===== src/rtl/alu_arb_pkg.sv =====
// Shared types for the ALU sharing arbiter.
package alu_arb_pkg;

  typedef enum logic [1:0] {
    IDLE = 2'd0,
    EXEC = 2'd1,
    RESP = 2'd2
  } arb_state_t;

  localparam int NREQ_MAX = 8;

endpackage


===== src/rtl/rr_arbiter.sv =====
// Combinational round-robin pick: the first asserted request at or after ptr wins.
module rr_arbiter #(
  parameter int  NREQ = 2,
  localparam int IW   = (NREQ > 1) ? $clog2(NREQ) : 1
) (
  input  logic [NREQ-1:0] req,
  input  logic [IW-1:0]   ptr,
  output logic [NREQ-1:0] grant,
  output logic [IW-1:0]   grant_idx,
  output logic            any
);

  always_comb begin
    int idx;
    grant     = '0;
    grant_idx = '0;
    any       = 1'b0;
    idx       = 0;
    for (int k = 0; k < NREQ; k++) begin
      idx = int'(ptr) + k;
      if (idx >= NREQ) idx = idx - NREQ;
      if (!any && req[idx]) begin
        any        = 1'b1;
        grant[idx] = 1'b1;
        grant_idx  = IW'(idx);
      end
    end
  end

endmodule


===== src/rtl/alu_share_arbiter.sv =====
// Time-shares one combinational ALU among NREQ requesters: round-robin grant,
// operand latch, one execute cycle, then a held response until the owner takes it.
module alu_share_arbiter
  import alu_arb_pkg::*;
#(
  parameter int  NREQ = 2,
  parameter int  DW   = 32,
  parameter int  OPW  = 4,
  localparam int IW   = (NREQ > 1) ? $clog2(NREQ) : 1
) (
  input  logic              CLK,
  input  logic              nRST,
  input  logic [NREQ-1:0]   req_valid,
  output logic [NREQ-1:0]   req_ready,
  input  logic [NREQ*OPW-1:0] req_op,
  input  logic [NREQ*DW-1:0]  req_a,
  input  logic [NREQ*DW-1:0]  req_b,
  output logic [NREQ-1:0]   rsp_valid,
  input  logic [NREQ-1:0]   rsp_ready,
  output logic [DW-1:0]     rsp_result,
  output logic [2:0]        rsp_flags,
  output logic [DW-1:0]     alu_pa,
  output logic [DW-1:0]     alu_pb,
  output logic [OPW-1:0]    alu_op,
  input  logic [DW-1:0]     alu_presult,
  input  logic              alu_zero,
  input  logic              alu_ovf,
  input  logic              alu_neg,
  output logic [15:0]       ops_done
);

  arb_state_t      state, state_next;
  logic [IW-1:0]   rr_ptr, owner, grant_idx;
  logic [NREQ-1:0] grant, owner_oh;
  logic            grant_any;
  logic [OPW-1:0]  op_q;
  logic [DW-1:0]   a_q, b_q;

  rr_arbiter #(.NREQ(NREQ)) u_arb (
    .req       (req_valid),
    .ptr       (rr_ptr),
    .grant     (grant),
    .grant_idx (grant_idx),
    .any       (grant_any)
  );

  assign alu_pa = a_q;
  assign alu_pb = b_q;
  assign alu_op = op_q;

  always_comb begin
    owner_oh        = '0;
    owner_oh[owner] = 1'b1;
  end

  // Handshakes are gated by nRST so nothing is offered while reset is held.
  always_comb begin
    state_next = state;
    req_ready  = '0;
    rsp_valid  = '0;
    case (state)
      IDLE: begin
        if (nRST) req_ready = grant;
        if (grant_any) state_next = EXEC;
      end
      EXEC: state_next = RESP;
      RESP: begin
        if (nRST) rsp_valid = owner_oh;
        if (rsp_ready[owner]) state_next = IDLE;
      end
      default: state_next = IDLE;
    endcase
  end

  always_ff @(posedge CLK or negedge nRST) begin
    if (!nRST) state <= IDLE;
    else       state <= state_next;
  end

  always_ff @(posedge CLK or negedge nRST) begin
    if (!nRST) begin
      rr_ptr     <= '0;
      owner      <= '0;
      op_q       <= '0;
      a_q        <= '0;
      b_q        <= '0;
      rsp_result <= '0;
      rsp_flags  <= '0;
      ops_done   <= '0;
    end else begin
      if (state == IDLE && grant_any) begin
        owner <= grant_idx;
        op_q  <= req_op[grant_idx*OPW +: OPW];
        a_q   <= req_a[grant_idx*DW +: DW];
        b_q   <= req_b[grant_idx*DW +: DW];
      end
      if (state == EXEC) begin
        rsp_result <= alu_presult;
        rsp_flags  <= {alu_neg, alu_ovf, alu_zero};
      end
      // Advancing past the owner makes a re-requesting owner lose to others.
      if (state == RESP && rsp_ready[owner]) begin
        ops_done <= ops_done + 16'd1;
        rr_ptr   <= (owner == IW'(NREQ - 1)) ? '0 : owner + 1'b1;
      end
    end
  end

endmodule


===== config.mk =====
export PLATFORM = sky130hd
export DESIGN_NAME = alu_share_arbiter
export DESIGN_NICKNAME = d
export VERILOG_FILES = /design/src/rtl/alu_arb_pkg.sv /design/src/rtl/rr_arbiter.sv /design/src/rtl/alu_share_arbiter.sv
export SDC_FILE = /design/constraint.sdc
export NUM_CORES = 1
export LEC_CHECK = 0
export CAP_MARGIN = 20
export CELL_PAD_IN_SITES_DETAIL_PLACEMENT = 2
export CELL_PAD_IN_SITES_GLOBAL_PLACEMENT = 2
export CORE_MARGIN = 2
export CORE_UTILIZATION = 21
export CTS_BUF_LIST = sky130_fd_sc_hd__clkbuf_8
export DETAILED_ROUTE_END_ITERATION = 12
export PLACE_DENSITY_LB_ADDON = 0.1
export SLEW_MARGIN = 40
export SYNTH_ARGS = -nofsm -noshare
export SYNTH_HDL_FRONTEND = slang
export SYNTH_HIERARCHICAL = 1
export SYNTH_SLANG_ARGS = --single-unit

===== constraint.sdc =====
create_clock -name CLK -period 1.57 [get_ports CLK]
set_clock_uncertainty 0.1 [all_clocks]
set_input_delay 0.157 -clock CLK [delete_from_list [all_inputs] [get_ports CLK]]
set_output_delay 0.157 -clock CLK [all_outputs]
set_load 0.005 [all_outputs]

# Yosys cells after proc, flatten, opt, wreduce, memory -nomap -nowiden

Cells that the tools add are included.

Memories: 0
Bits in read-only memories: 0
Output and inout bits: 123
Bits in latches: 0
Flip-flop bits (word level): 123
Word-level logic and storage cells: 69
Bits in writable memories: 0
Bits of input ports: 177

Bitwise operators: 1
Muxes and demuxes: 30
Equal/unequal tests: 4
Shift-type cells: 3
$add $sub $neg: 5
Magnitude comparators: 8
Multipliers: 0
Divide/modulo/power cells: 0
Reduce and logical (&&, ||, !) cells: 9

Operators with widths:

| cell                    | number |
|---|---|
| $shiftx A64 B7 Y32      | 2 |
| $ge A32 B1 Y1 const B   | 2 |
| $lt A32 B3 Y1 const B   | 2 |
| $mux W32                | 2 |
| $ge A32 B3 Y1 const B   | 1 |
| $sub A32 B3 Y32 const B | 1 |
| $add A16 B1 Y16 const B | 1 |
| $mux W1                 | 16 |
| $mux W2                 | 8 |
| $shiftx A8 B4 Y4        | 1 |
| $logic_and A1 B1 Y1     | 6 |
| $pmux W2 S3             | 1 |
| $ne A2 B2 Y1 const B    | 2 |
| $demux W1 S1            | 3 |
| $sub A1 B2 Y3 const B   | 1 |
| $add A1 B1 Y2 const B   | 1 |
| $eq A2 B1 Y1 const B    | 1 |
| $eq A2 B2 Y1 const B    | 1 |
| $ge A1 B2 Y1 const B    | 1 |
| $logic_not A2 Y1        | 1 |
| $lt A1 B2 Y1 const B    | 1 |
| $or A2 B2 Y2            | 1 |
| $reduce_and A2 Y1       | 1 |
| $add A1 B1 Y1 const B   | 1 |
| other kinds (2)         | 2 |

# Longest topological paths before layout

Gate-level depths: netlist of the first run.

Depth after elaboration: 11
Depth in mapped cells: 7
Mapped depth without buffers: 5

# By module

The synthesis of the first run kept the hierarchy.

Modules (own cells, without submodules):

| module            | cells an instance | times used | area each (um^2) | sequential area each (um^2) |
|---|---|---|---|---|
| alu_share_arbiter | 450               | 1          | 5297.6           | 3078.0 |
| rr_arbiter        | 5                 | 1          | 32.5             | 0.0 |

# Worst setup path after synthesis of the first run

Ideal clock, no wire load.

Path kind: register -> register
From: register rr_ptr
To: register op_q[0], in the netlist alu_op[0]
Cell stages (with the launch flop): 8
Setup time: 0.126 ns
Slack: -0.005 ns
Data arrival time: 1.350 ns
Clock period less this slack: 1.575 ns
Data required time: 1.344 ns
Cell sequence: dfrtp_1 inv_1 a21boi_0 buf_2 buf_4 clkbuf_4 mux2i_1 a21oi_1

Cells in the longest elaborated chain, start to end: 10
Elaborated cells on any way between the ends: 21
Those cells by class: add/sub (3); order compare (2); shift (1); mux (12); reduce/logical (3)

RTL lines:

| item                                                                    | RTL line                 | source |
|---|---|---|
| from (decl)                                                             | alu_share_arbiter.sv:33  | `logic [IW-1:0] rr_ptr, owner, grant_idx;` |
| from (signal assigned)                                                  | alu_share_arbiter.sv:104 | `rr_ptr <= (owner == IW'(NREQ - 1)) ? '0 : owner + 1'b1;` |
| parallel branches: the longest is 8 deep, another holds $sub A32 B3 Y32 | --                       |  |
| $mux W1 *                                                               | rr_arbiter.sv:22         | `if (!any && req[idx]) begin` |
| named net grant_idx                                                     | alu_share_arbiter.sv:33  |  |
| $shiftx A8 B4 Y4 *                                                      | alu_share_arbiter.sv:93  | `op_q <= req_op[grant_idx*OPW +: OPW];` |
| to (signal assigned)                                                    | alu_share_arbiter.sv:93  |  |
| to (decl)                                                               | alu_share_arbiter.sv:36  | `logic [OPW-1:0] op_q;` |

Mark *: on every way through the listed nets, which the timed path passes. The select of a mux whose other input is x is not followed.
A chain may end at the register's enable or synchronous reset.

# Final worst setup path of the first run

From: register state[0]
To: register ops_done[7]

Cells in the longest elaborated chain, start to end: 2

RTL lines:

| item                   | RTL line                 | source |
|---|---|---|
| from (decl)            | alu_share_arbiter.sv:32  | `arb_state_t state, state_next;` |
| from (signal assigned) | alu_share_arbiter.sv:77  | `else state <= state_next;` |
| $eq A2 B2 Y1           | alu_share_arbiter.sv:102 | `if (state == RESP && rsp_ready[owner]) begin` |
| $logic_and A1 B1 Y1    | alu_share_arbiter.sv:102 |  |
| to (signal assigned)   | alu_share_arbiter.sv:103 | `ops_done <= ops_done + 16'd1;` |
| to (decl)              | alu_share_arbiter.sv:29  | `output logic [15:0] ops_done` |

No other way between the ends.

==> results of run 1 <==
## critical path: cells and delay by family (launching register included)
kind | cells | cell delay [ns]
DFF | 1 | 0.43
xor gates and xnor gates | 1 | 0.15
buffers and inverters | 2 | 0.27
and+or+nand+nor | 3 | 0.65
## worst max path at each step
stage / start / end / cells after the start
after detailed placement: req_valid[1] / alu_pa[30] / 5
after global routing: state[0] / ops_done[11] / 6
after CTS: rr_ptr / alu_pb[0] / 8
after floorplan: rr_ptr / alu_op[0] / 7
after global placement: req_valid[1] / alu_pb[29] / 6
final: state[0] / ops_done[7] / 6
## placed cells by master (no fill, tap or decap), drive strengths merged, types with 6 or more instances in the layout
cell	instances
clkdlybuf4s50	175
a21oi	69
nand3	6
xnor2	14
and3	7
nand2	8
buf	80
nor2	71
mux2i	68
mux2	38
inv	6
clkbuf	20
dfrtp	123
dlygate4sd2	118
## cell type report
type / count / area share [%]
timing repair buffer: 379 / 37.2
sequential: 123 / 30.0
multi-input combinational: 303 / 24.5
tap: 330 / 4.02
clock buffer: 17 / 2.28
clock inverter: 15 / 1.85
inverter: 2 / 0.0974
antenna: 2 / 0.0487
## stage by stage
stage	area, sq um	std cells	setup WS (ns)
after floorplan	5340	455	0.0470
after global placement	8850	1078	-0.286
after detailed placement	8850	1078	-0.361
after CTS	9920	1162	-0.141
after global routing	10300	1171	-0.197
final	10300	1171	-0.114
## cells by family (layout without fill, tap and decap cells)
group / after synthesis / count (layout) / share of synthesized area [%]
DFF: 123 / 123 / 57.7
muxes: 106 / 106 / 20.9
and+or+nand+nor: 106 / 107 / 8.71
AOI/OAI and AO/OA: 74 / 74 / 7.09
buffers and inverters: 30 / 413 / 2.89
xor gates and xnor gates: 15 / 15 / 2.46
adders and majority gates: 1 / 1 / 0.235
other: 0 / 2 / 0
## power by group through the flow
stage | Combinational (mW) | Clock, mW | Sequential (mW)
4_1_cts | 7.89 | 3.22 | 5.38
6_report | 8.02 | 3.08 | 5.37
3_3_place_gp | 7.24 | 0 | 5.37
3_5_place_dp | 7.45 | 0 | 5.49
2_1_floorplan | 2.72 | 0 | 5.52
5_1_grt | 8.77 | 3.37 | 5.61
## per-layer routing
| metal | part of all wire [%] | up-vias |
|---|---|---|
| li1 | - | 2330 |
| met5 | 0 | - |
| met3 | 6.5 | 17 |
| met2 | 55 | 163 |
| met1 | 37 | 2530 |
| met4 | 1.3 | 0 |
## timing repair
action / in CTS / in global routing
pin swaps: 36 / 38
endpoints found under the hold margin: 123 / 0
gates cloned: 11 / 3
buffers inserted: 39 / 10
hold buffers: 2 / 0
endpoints found under the setup margin: 197 / 87
resized for setup: 189 / 66
## state kept, by name, indices dropped and copies added (netlist names)
name / cells
state: 2
rsp_flags: 3
rr_ptr: 1
alu_pa: 32
alu_op: 4
rsp_result: 32
owner: 1
alu_pb: 32
ops_done: 16
==> impl_metrics.tcl, run 1 <==
set metrics [dict create \
    synth_area_leaders "dfrtp_1 58%, mux2i_1 13%, mux2_2 7.8%" \
    finalCritPeriodShare_pct 107 \
    cts_root_buf "clkbuf_8" \
    startpoint_type "register" \
    relSlewSlack_pct 57.2 \
    r2r_start "state[0]" \
    initial_core_util_pct 21.3 \
    clk_latency_ns 0.44 \
    ir_worst_vdd_mv 0.519 \
    place_hpwl_microns 15600 \
    regArea_sq_um 3080 \
    p_seq_share_pct 32.6 \
    violations "setup timing" \
    synth_cell_type_count 25 \
    die_h_microns 163 \
    switching_share_pct 34.7 \
    clock_path_buffers 2 \
    drt_wl_total_microns 23000 \
    overflow 0 \
    fillers 2607 \
    antenna_found_initial 2 \
    worst_path_max_delay_cell "dfrtp_1" \
    outcome "finished, violations left" \
    slew_viol_final 0 \
    worst-path-max-fanout 5 \
    synth_nets 633 \
    crit_required_ns 1.81 \
    cts_buffers 17 \
    max_freq_ghz 0.594 \
    yosysWarnings 6 \
    worst-r2r-setup-slack_ns -0.11 \
    critPathMostFrequentCell "buf_6" \
    port_buffers 299 \
    gr-usage-met3_pct 5.08 \
    timing_worst_slew_pin_value_ns 0.643 \
    drtIter0Drc 100 \
    hold_ws_ns 0.205 \
    clkSinkCount 123 \
    post-route-drc-count 0 \
    yosys.area.top_type "dfrtp_1" \
    drv_cap 0 \
    intPower_mw 10.8 \
    wl_per_cell_microns 19.6 \
    drive_above_1_share_pct 25.3 \
    avgSynthCellArea_sq_um 11.7 \
    rsz0062_at_grt "true" \
    pwr_density_cell_nw_per_um2 1600 \
    htreeDepth 4 \
    synth-async-reset-ratio_pct 100 \
    grt_usage_pct 17.2 \
    first_pass_iters 4 \
    fin_setup_tns_ns -3.28 \
    synth_most_common_cell "dfrtp_1" \
    use_met1_pct 19.0 \
    yosysSeqAreaShare_pct 57.7 \
    power_frac_clock_pct 18.7 \
    antenna_left 0 \
    timing.final.ws_setup_ns -0.114 \
    rows 58 \
    io_pins 300 \
    coreArea_sq_um 25000 \
    cp_data_arrival_time_ns 1.92 \
    hold_path_class "in2async" \
    p_leak_nw 4.49 \
    slowest_delay_ns 0.43 \
    synth_top_area_share_pct 57.7 \
    setup_viol 60 \
    synthCells 455 \
    grt_pass1_wl_microns 34400 \
    first_global_vias 5859 \
    finalNetCount 1004 \
    multi_input_area_sq_um 2520 \
    die_x_microns 163 \
    critPathKind "reg2reg" \
    power_mw 16.5 \
    final-hold-violation-count 0 \
    grt_busiest_layer "met2" \
    synth_commonest_cells "123 x dfrtp_1, 71 x nor2_1, 69 x a21oi_1" \
    path_cells "and2b_2 > buf_6 > and4_4 > buf_6 > nand4_1 > xnor2_1" \
    power_frac_comb_pct 48.7 \
    cts_tree "built" \
    synthesis.area_sq_um 5330 \
    switching_power_mw 5.72 \
    worstRegToRegCells 6 \
    num_vias 5040 \
    r2r_end "ops_done[7]" \
    grt_max_degree 46 \
    worstSetupEndpointType "register" \
    synth_seq_cells 123 \
    use_met2_pct 31.5 \
    syn_to_final_growth_pct 92.7 \
    period_needed_ns 1.68 \
    place_congestion 0.731 \
    dieArea_sq_um 26700 \
    viasPerCell 4.30 \
    clk_transition_reported_paths_ns 0.10 \
    synth_edf_count 0 \
    ys.flop_type "dfrtp_1" \
    post-route-util_pct 41.0 \
]
Note: power is estimated with default switching activity, not from simulation.
==> inputs of run 2 (changes only) <==
--- a/config.mk
+++ b/config.mk
@@ -9,7 +9,7 @@
 export CELL_PAD_IN_SITES_DETAIL_PLACEMENT = 2
 export CELL_PAD_IN_SITES_GLOBAL_PLACEMENT = 2
 export CORE_MARGIN = 2
-export CORE_UTILIZATION = 21
+export CORE_UTILIZATION = 25
 export CTS_BUF_LIST = sky130_fd_sc_hd__clkbuf_8
 export DETAILED_ROUTE_END_ITERATION = 12
 export PLACE_DENSITY_LB_ADDON = 0.1
==> constraint.sdc (replaced) <==
create_clock -name CLK -period 2 [get_ports CLK]
set_clock_uncertainty 0.1 [all_clocks]
set_input_delay 0.2 -clock CLK [delete_from_list [all_inputs] [get_ports CLK]]
set_output_delay 0.2 -clock CLK [all_outputs]
set_load 0.005 [all_outputs]
==> run 2 against run 1 <==
Against the previous run: the flow now finishes without violations; via count shrank 5.4%; sequential power down 20%; sequential cell count did not move; power fell by 26%; combinational power down 29%; register-to-register slack gained 0.37 ns; setup slack better by 0.30 ns; highest routed layer unchanged.
==> impl_metrics.tcl, run 2 (same netlist as run 1, synthesis figures left out) <==
set metrics [dict create \
    outcome "completed" \
    rsz0062_at_grt "false" \
    finalCritPeriodShare_pct 90.5 \
    worst_path_max_delay_cell "dfrtp_1" \
    io_pins 300 \
    overflow 0 \
    antenna_left 0 \
    post-route-util_pct 44.0 \
    min_from "alu_presult[20]" \
    drive_above_1_share_pct 12.0 \
    setup_viol 0 \
    hold_path_class "in2reg" \
    clkSinkCount 123 \
    worst-r2r-setup-slack_ns 0.26 \
    slew_viol_final 0 \
    cp_data_arrival_time_ns 1.51 \
    grt_usage_pct 17.6 \
    cts_buffers 17 \
    timing.final.ws_setup_ns 0.190 \
    die_x_microns 150 \
    clk_latency_ns 0.44 \
    fillers 2174 \
    worstSetupEndpointType "output pin" \
    cp.depth 3 \
    pwr_density_cell_nw_per_um2 1330 \
    hold_ws_ns 0.268 \
    final_common_cell "clkdlybuf4s50_1" \
    antenna_found_initial 2 \
    post-place-ws_ns 0.00433 \
    critPathKind "reg2out" \
    relSlewSlack_pct 63.3 \
    htreeDepth 4 \
    wl_per_cell_microns 18.8 \
    layout_common_cells "294 x clkdlybuf4s50_1, 123 x dfrtp_1, 70 x nor2_1" \
    worst-path-max-fanout 3 \
    startpoint_type "register" \
    crit_required_ns 1.70 \
    dpl_cell_area_sq_um 8770 \
    r2r_end "ops_done[6]" \
    worst-path-buf-inv 1 \
    grt_pass1_wl_microns 29800 \
    p_leak_nw 3.87 \
    power_mw 12.2 \
    syn_to_final_growth_pct 72.8 \
    rows 53 \
    drtIter0Drc 77 \
    ir_worst_vdd_mv 0.558 \
    min_path_cells 2 \
    fin_setup_tns_ns 0 \
    post-route-drc-count 0 \
    place_hpwl_microns 15200 \
    drv_cap 0 \
    first_global_vias 5291 \
    hold_end "rsp_result[20]" \
    drt_wl_total_microns 19800 \
    port_buffers 299 \
    coreArea_sq_um 21000 \
    path_cells "and2b_4 > and3_1 > dlygate4sd2_1" \
    worstRegToRegCells 5 \
    grt_max_degree 98 \
    die_h_microns 150 \
    design_area_sq_um 9210 \
    cp_top_family "simple AND/OR/NAND/NOR gates" \
    regArea_sq_um 3080 \
    max_freq_ghz 0.552 \
    viasPerCell 4.52 \
    final-hold-violation-count 0 \
    dieArea_sq_um 22500 \
    first_pass_iters 4 \
    initial_core_util_pct 25.4 \
    timing_worst_slew_pin_value_ns 0.551 \
    cts_tree "built" \
    r2r_start "state[0]" \
    finalNetCount 942 \
    multi_input_area_sq_um 2120 \
    layoutNonFillerInstCount 1055 \
    clock_path_buffers 2 \
    num_vias 4770 \
    period_needed_ns 1.81 \
    cts_root_buf "clkbuf_8" \
    place_congestion 0.746 \
    clk_transition_reported_paths_ns 0.08 \
    slowest_delay_ns 0.40 \
    dp.cells 1016 \
]
[run 2: cell count changes in the layout (fill, tap and decap cells not counted), moves of 10 or more]
cell | previous run | this run
dlygate4sd2_1 | 118 | 4
a21oi_2 | 10 | 0
mux2i_1 | 53 | 68
buf_6 | 12 | 0
mux2i_4 | 12 | 0
a21oi_1 | 59 | 69
buf_4 | 45 | 9
clkdlybuf4s50_1 | 175 | 294
[run 2: metal layers]
metal  GRT usage, %  share of wire, %  vias up
met4           6.08               1.8        0
met3           6.19               7.3       21
met2           31.9                54      165
met1           19.0                37     2388
met5              0                 0        -
li1               -                 -     2196
[run 2: layout make-up]
cell class / instances / area share (%)
antenna: 3 / 0.0815
clock buffer: 17 / 2.54
clock inverter: 15 / 1.78
inverter: 2 / 0.0815
multi-input combinational: 302 / 23.0
sequential: 123 / 33.4
tap: 275 / 3.73
timing repair buffer: 318 / 35.3
[run 2: repair_timing]
item	4_1_cts	5_1_grt
buffers inserted	3	0
endpoints found under the setup margin	4	0
hold buffers	1	0
gates resized for setup	8	0
endpoints found under the hold margin	123	0
[run 2: report_power, final]
part	switching (mW)	internal [mW]
Sequential	0.654	3.62
Clock	1.14	1.13
Combinational	2.26	3.42
[run 2: how the worst max path moves through the flow]
stage,startpoint,endpoint,slack [ns]
floorplan,rr_ptr,alu_op[0],0.42
global placement,req_valid[0],req_ready[0],0.06
detailed placement,req_valid[1],alu_pa[15],0.004
CTS,state[0],req_ready[1],0.14
global route,state[0],req_ready[0],0.07
finish,state[0],rsp_valid[1],0.19
==> inputs of run 3 (changes only) <==
--- a/config.mk
+++ b/config.mk
@@ -12,6 +12,7 @@
 export CORE_UTILIZATION = 25
 export CTS_BUF_LIST = sky130_fd_sc_hd__clkbuf_8
 export DETAILED_ROUTE_END_ITERATION = 12
+export HOLD_SLACK_MARGIN = 0.12
 export PLACE_DENSITY_LB_ADDON = 0.1
 export SLEW_MARGIN = 40
 export SYNTH_ARGS = -nofsm -noshare
==> results of run 3 <==
Same layout as run 2: the final DEF is identical, and so are final timing and power.
